File: config.mk
export PLATFORM = sky130hd
export DESIGN_NAME = registrador_universal
export DESIGN_NICKNAME = d
export VERILOG_FILES = /design/src/rtl/registrador_pkg.sv /design/src/rtl/registrador_universal_desloca_passo.sv /design/src/rtl/registrador_universal.sv
export SDC_FILE = /design/constraint.sdc
export NUM_CORES = 1
export LEC_CHECK = 0
export CORE_ASPECT_RATIO = 0.6
export CORE_UTILIZATION = 50
export DETAILED_ROUTE_END_ITERATION = 6
export PLACE_DENSITY = 0.81
export SLEW_MARGIN = 5
export SYNTH_ARGS = -nofsm -noshare
export SYNTH_HDL_FRONTEND = slang
export SYNTH_SLANG_ARGS = --single-unit
File: constraint.sdc
create_clock -name clk -period 2.4 [get_ports clk]
set_input_delay 0.36 -clock clk [delete_from_list [all_inputs] [get_ports clk]]
set_output_delay 0.36 -clock clk [all_outputs]
set_load 0.05 [all_outputs]
File: src/rtl/registrador_pkg.sv
// Shared mode codes and FSM encoding for the universal shift register.
package registrador_pkg;

    localparam logic [2:0] MODE_HOLD = 3'b000;
    localparam logic [2:0] MODE_LOAD = 3'b001;
    localparam logic [2:0] MODE_SHR  = 3'b010;
    localparam logic [2:0] MODE_SHL  = 3'b011;
    localparam logic [2:0] MODE_ROR  = 3'b100;
    localparam logic [2:0] MODE_ROL  = 3'b101;
    localparam logic [2:0] MODE_ASR  = 3'b110;
    localparam logic [2:0] MODE_RSVD = 3'b111;

    typedef enum logic {
        ST_IDLE  = 1'b0,
        ST_SHIFT = 1'b1
    } state_t;

    function automatic logic is_shift_mode(input logic [2:0] m);
        return (m == MODE_SHR) || (m == MODE_SHL) || (m == MODE_ROR) ||
               (m == MODE_ROL) || (m == MODE_ASR);
    endfunction

endpackage

File: src/rtl/registrador_universal_desloca_passo.sv
// Single-bit shift/rotate step: next register value and the bit pushed out.
module desloca_passo
    import registrador_pkg::*;
#(
    parameter int WIDTH = 16
) (
    input  logic [WIDTH-1:0] q,
    input  logic [2:0]       mode,
    input  logic             serial_in,
    output logic [WIDTH-1:0] q_next,
    output logic             bit_out
);

    always_comb begin
        q_next  = q;
        bit_out = 1'b0;
        case (mode)
            MODE_SHR: begin
                q_next  = {serial_in, q[WIDTH-1:1]};
                bit_out = q[0];
            end
            MODE_SHL: begin
                q_next  = {q[WIDTH-2:0], serial_in};
                bit_out = q[WIDTH-1];
            end
            MODE_ROR: begin
                q_next  = {q[0], q[WIDTH-1:1]};
                bit_out = q[0];
            end
            MODE_ROL: begin
                q_next  = {q[WIDTH-2:0], q[WIDTH-1]};
                bit_out = q[WIDTH-1];
            end
            MODE_ASR: begin
                q_next  = {q[WIDTH-1], q[WIDTH-1:1]};
                bit_out = q[0];
            end
            default: begin
                q_next  = q;
                bit_out = 1'b0;
            end
        endcase
    end

endmodule

File: src/rtl/registrador_universal.sv
// Universal shift register: load, shifts and rotates by N, one bit per clock.
// First step lands on the start edge, so an N-step operation completes in max(N,1) edges.
module registrador_universal
    import registrador_pkg::*;
#(
    parameter int WIDTH = 16,
    parameter int AMT_W = $clog2(WIDTH) + 1
) (
    input  logic             clk,
    input  logic             rst,
    input  logic             start,
    input  logic [2:0]       mode,
    input  logic [AMT_W-1:0] amount,
    input  logic [WIDTH-1:0] load_data,
    input  logic             serial_in,
    output logic [WIDTH-1:0] q,
    output logic             serial_out,
    output logic             busy,
    output logic             done
);

    state_t           state;
    logic [AMT_W-1:0] cnt;
    logic [2:0]       mode_r;
    logic [2:0]       step_mode;
    logic [WIDTH-1:0] step_q;
    logic             step_out;

    // The start edge already performs a step, so the live mode drives it in IDLE.
    assign step_mode = (state == ST_IDLE) ? mode : mode_r;

    desloca_passo #(.WIDTH(WIDTH)) u_passo (
        .q         (q),
        .mode      (step_mode),
        .serial_in (serial_in),
        .q_next    (step_q),
        .bit_out   (step_out)
    );

    always_ff @(posedge clk) begin
        if (rst) begin
            state      <= ST_IDLE;
            q          <= '0;
            serial_out <= 1'b0;
            busy       <= 1'b0;
            done       <= 1'b0;
            cnt        <= '0;
            mode_r     <= MODE_HOLD;
        end else begin
            done <= 1'b0;
            case (state)
                ST_IDLE: begin
                    if (start) begin
                        if (mode == MODE_LOAD) begin
                            q    <= load_data;
                            done <= 1'b1;
                        end else if (is_shift_mode(mode) && (amount != '0)) begin
                            q          <= step_q;
                            serial_out <= step_out;
                            if (amount == AMT_W'(1)) begin
                                done <= 1'b1;
                            end else begin
                                state  <= ST_SHIFT;
                                busy   <= 1'b1;
                                cnt    <= amount - AMT_W'(1);
                                mode_r <= mode;
                            end
                        end else begin
                            done <= 1'b1;
                        end
                    end
                end
                ST_SHIFT: begin
                    q          <= step_q;
                    serial_out <= step_out;
                    cnt        <= cnt - AMT_W'(1);
                    if (cnt == AMT_W'(1)) begin
                        state <= ST_IDLE;
                        busy  <= 1'b0;
                        done  <= 1'b1;
                    end
                end
                default: state <= ST_IDLE;
            endcase
        end
    end

endmodule

Word-level counts from Yosys, hierarchy flattened
Index checks and enable logic that the tools add are counted.
{"block": "op_classes", "n_addsub": 2, "eq_ne": 19, "reduce_logical": 13, "muxes": 34, "n_bitwise": 3}
{"op": "16-bit one-hot mux with 5 select lines", "n": 1}
{"op": "16-bit two-way mux", "n": 3}
{"op": "16-bit one-hot mux with 2 select lines", "n": 1}
{"op": "5-bit two-way mux", "n": 4}
{"op": "3-bit == test, second input constant", "n": 6}
{"op": "1-bit two-way mux", "n": 18}
{"op": "3-bit by 2-bit == test with 1-bit output, second input constant", "n": 4}
{"op": "5-bit by 1-bit == test with 1-bit output, second input constant", "n": 2}
{"op": "1-bit one-hot mux with 2 select lines", "n": 5}
{"op": "5-bit one-hot mux with 2 select lines", "n": 1}
{"op": "5-bit AND reduction", "n": 2}
{"op": "5-bit by 1-bit subtractor with 5-bit output, second input constant", "n": 2}
{"op": "2-bit inequality test, second input constant", "n": 3}
{"op": "5-bit nonzero test", "n": 1}
{"op": "1-bit logical OR", "n": 4}
{"op": "2-bit by 1-bit inequality test with 1-bit output, second input constant", "n": 2}
{"op": "4-bit AND reduction", "n": 1}
{"op": "3-bit by 1-bit == test with 1-bit output, second input constant", "n": 1}
{"op": "3-bit two-way mux", "n": 1}
{"op": "3-bit by 1-bit inequality test with 1-bit output, second input constant", "n": 1}
{"op": "1-bit inverter", "n": 3}
{"op": "3-bit AND reduction", "n": 1}
{"op": "3-bit OR reduction", "n": 1}
{"op": "2-bit AND reduction", "n": 1}
{"op": "other kinds (2)", "n": 2}
{"block": "totals", "wordCells": 78, "input_bits": 28, "regBits": 28}

Depth between registers and ports, before layout
{"block": "logic_depth", "ltp_word": 10, "mapped_depth": 8, "depth_no_buf": 7}

Hierarchy
From an unflattened synthesis, not the netlist that was laid out.
{"block": "hier_totals", "hier_cells": 257, "area_unflattened_um2": 2309.7}
{"module": "registrador_universal", "area_each_um2": 1632.8, "instances": 1, "cells_per_inst": 169}
{"module": "desloca_passo", "area_each_um2": 676.9, "instances": 1, "cells_per_inst": 88}

Least setup slack after synthesis
OpenSTA, ideal clock, no wires.
{"block": "synth_path", "path_kind": "input-to-reg", "from": "input port amount[0]", "to": "register q[4]", "arrival_ns": 1.875, "stages": 8, "path_buffers": 1, "setup_ns": 0.135, "t_required_ns": 2.265, "setup_slack_ns": 0.390, "path_cell_list": "inv_1 > ha_1 > or4b_1 > a41oi_2 > and2_4 > or2_2 > buf_6 > o32ai_2"}
{"block": "synth_via", "elab_chain_len": 4}
{"element": "start: declaration", "line": "registrador_universal.sv:13", "rtl": "input logic [AMT_W-1:0] amount,"}
{"element": "5-bit nonzero test", "line": "registrador_universal.sv:57", "rtl": "end else if (is_shift_mode(mode) && (amount != '0)) begin"}
{"element": "1-bit logical AND", "line": "registrador_universal.sv:57"}
{"element": "3-bit by 1-bit inequality test with 1-bit output (no source line)"}
{"element": "2-bit AND reduction (no source line)"}
{"element": "end signal: assignment", "line": "registrador_universal.sv:55", "rtl": "q <= load_data;"}
{"element": "end signal: assignment", "line": "registrador_universal.sv:58", "rtl": "q <= step_q;"}
{"element": "end signal: assignment", "line": "registrador_universal.sv:74", "rtl": "q <= step_q;"}
{"element": "end: declaration", "line": "registrador_universal.sv:16", "rtl": "output logic [WIDTH-1:0] q,"}
No other way between the ends.
A chain may end at the register's enable or synchronous reset.

Worst setup path in the final report
{"block": "layout_path", "from": "input port amount[1]", "to": "register q[12]"}
The elaborated chain is that of the path after synthesis.

==> qor.yml <==
outcome:
  status: "finished clean"
worst_setup_path:
  r2r_start: "state"
  cp.required_ps: 2540
  critPathLaunchType: "primary input"
  endpoint_kind: "flop"
  startpoint: "amount[1]"
  reg2reg_setup_slack_ps: 370
  crit_type: "primary input to flop"
  crit_fanout: 13
  arrival_ps: 2330
global_route:
  grt_max_degree: 18
  antenna_found_initial: 0
  gr-total-overflow: 0
  first_global_vias: 1709
  gr-usage-all-layers_pct: 26.9
  grt_pass1_wl_um: 8250
clock_tree:
  clk_latency_ps: 270
  cts.repair.resized: 0
  cts.sinks: 28
  ctsHoldBuffers: 0
  cts_max_path_buffers: 2
  clk_pin_slew_ps: 90
  cts_setup_buffers: 0
  numCtsBuffers: 3
  h-tree-depth: 1
  cts-root-buf: "clkbuf_8"
  cts_tree: "yes"
power:
  irDropWorstVdd_mv: 0.289
  p_leak_nw: 0.897
  power_mw: 1.24
  power_density_mw_per_mm2: 480
floorplan:
  rows: 17
  die_h_um: 50.0
  die_width_um: 82.0
  initial_core_util_pct: 52.2
  io_pins: 47
  dieArea_mm2: 0.00410
  design.core.area_mm2: 0.00368
logic_synthesis:
  synth_nets: 260
  async_flop_share_pct: 0
  synth_seq_area_share_pct: 29.2
  postSynthAreaPerCell_um2: 8.46
  synth_edf_count: 0
  syn_inst: 227
  yosysUniqueCellTypes: 52
  ys_ff_latch: 28
  synthFlopType: "dfxtp_1"
  netlist_area_mm2: 0.00192
  synth_warnings: 0
worst_hold_path:
  hold_path_class: "flop to flop"
  hold_path_startpoint: "cnt[3]"
cells_and_area:
  final_cell_mix: "46 x clkdlybuf4s50_1, 28 x dfxtp_1, 22 x nand2_1, 22 x buf_4, 21 x inv_1"
  finalInstanceArea_mm2: 0.00257
  area_delta_synth_final_pct: 34.1
  nNetsFinal: 318
  drive_gt1_share_pct: 17.0
  diodes: 0
  fillers: 302
  final_common_cell: "clkdlybuf4s50_1"
sta:
  period_share_pct: 91.2
  slew_headroom_pct: 65.5
  hold_violations: 0
  worst_pin_slew_ps: 517
  rsz0062_at_grt: "false"
  skew_ps: 4.65
  fmax_ghz: 0.457
  setup_viol_count_final: 0
  drv_slew: 0
  timing.hold.ws_ps: 481
  min_period_ps: 2190
job:
  cap_violations: 0
place:
  place.gp.congestion: 0.824
  postPlaceCellArea_mm2: 0.00253
  io_buffers: 46
  dp_hpwl_um: 3810
drt:
  routed_wirelength_um: 5060
  vias: 1933
  drt_pass1_iterations: 5
  ant_nets: 0
  vias_per_cell: 5.86
  avgRoutedWirePerCell_um: 15.3
  drtIter0Drc: 144
  drc: 0
==> registers in the layout (all words and copies together), names as in the netlist <==
name / cells
busy: 1
cnt: 5
done: 1
mode_r: 3
q: 16
serial_out: 1
state: 1
==> critical path, stage by stage <==
cell and delay [ps]:
clkdlybuf4s50_1 430, inv_1 80, ha_1 150, or4b_1 450, a41oi_2 250, and2_4 210, or2_2 140, buf_12 150
o32ai_1 100
==> where the power goes <==
| part | internal (mW) | leakage (nW) | switching [mW] |
|---|---|---|---|
| combinational | 0.205 | 0.647 | 0.254 |
| sequential | 0.495 | 0.228 | 0.0303 |
| clock | 0.113 | 0.0216 | 0.137 |
| total | 0.814 | 0.897 | 0.422 |
==> cells in the mapped netlist, drive strengths merged (2+ instances only) <==
cell type,n,area share [%]
dfxtp,28,29
nand2,22,4.3
inv,21,4.1
a22oi,14,5.5
o22ai,13,4.2
o32ai,13,9.8
a21oi,12,3.1
nor2,11,2.2
buf,9,3.4
o21ai,9,2.3
clkbuf,7,1.4
ha,5,3.3
nand3,5,1.3
nor3,5,1.3
nor3b,5,2.2
mux2,4,2.3
nand3b,4,1.6
mux2i,3,1.6
nor2b,3,1.4
xnor2,3,1.4
xor2,3,1.4
and3b,2,0.91
nand4b,2,0.91
o31ai,2,0.78
or2,2,0.65
==> area by class of cell <==
type / count / area (um^2) / area share, %
well taps: 47 / 58.8 / 2.28
inverters: 21 / 78.8 / 3.06
multi-input cells: 162 / 1190 / 46.2
flip-flops and latches: 28 / 561 / 21.8
clock buffers: 3 / 41.3 / 1.60
repair buffers: 69 / 646 / 25.1
==> metrics by stage <==
| stage | TNS (ps) | util [%] | worst slack [ps] | cells |
|---|---|---|---|---|
| floorplan | 0 | - | 390 | 227 |
| global placement | 0 | 68.8 | 23.3 | 327 |
| detailed placement | -373 | 68.8 | -40.1 | 327 |
| CTS | 0 | 69.9 | 244 | 330 |
| global route | 0 | 69.9 | 125 | 330 |
| finish | 0 | 69.9 | 211 | 330 |
==> metal layers <==
| layer | track usage, % | vias to the layer above | part of all wire, % |
|---|---|---|---|
| li1 | - | 963 | - |
| met1 | 41.1 | 881 | 50 |
| met2 | 39.3 | 85 | 42 |
| met3 | 4.26 | 4 | 7.0 |
| met4 | 4.68 | 0 | 0.71 |
| met5 | 0 | - | 0 |
==> cells by family (layout without fill, tap and decap cells) <==
group / Yosys count / in the layout / share of synthesized area, %
AO/OA/AOI/OAI: 77 / 77 / 33.1
XOR/XNOR: 6 / 6 / 2.74
adder cells (fa/ha/maj): 5 / 5 / 3.26
buffers and inverters: 37 / 93 / 8.87
flip-flops: 28 / 28 / 29.2
multiplexers: 7 / 7 / 3.91
AND/OR/NAND/NOR: 67 / 67 / 19.0
==> path summary, 6_finish.rpt <==
check	end	cells after the start
max reg2reg	q[12]	6
min reg2reg	cnt[3]	2
max	q[12]	9
min	cnt[3]	2
Power figures use the tool's default switching activity.
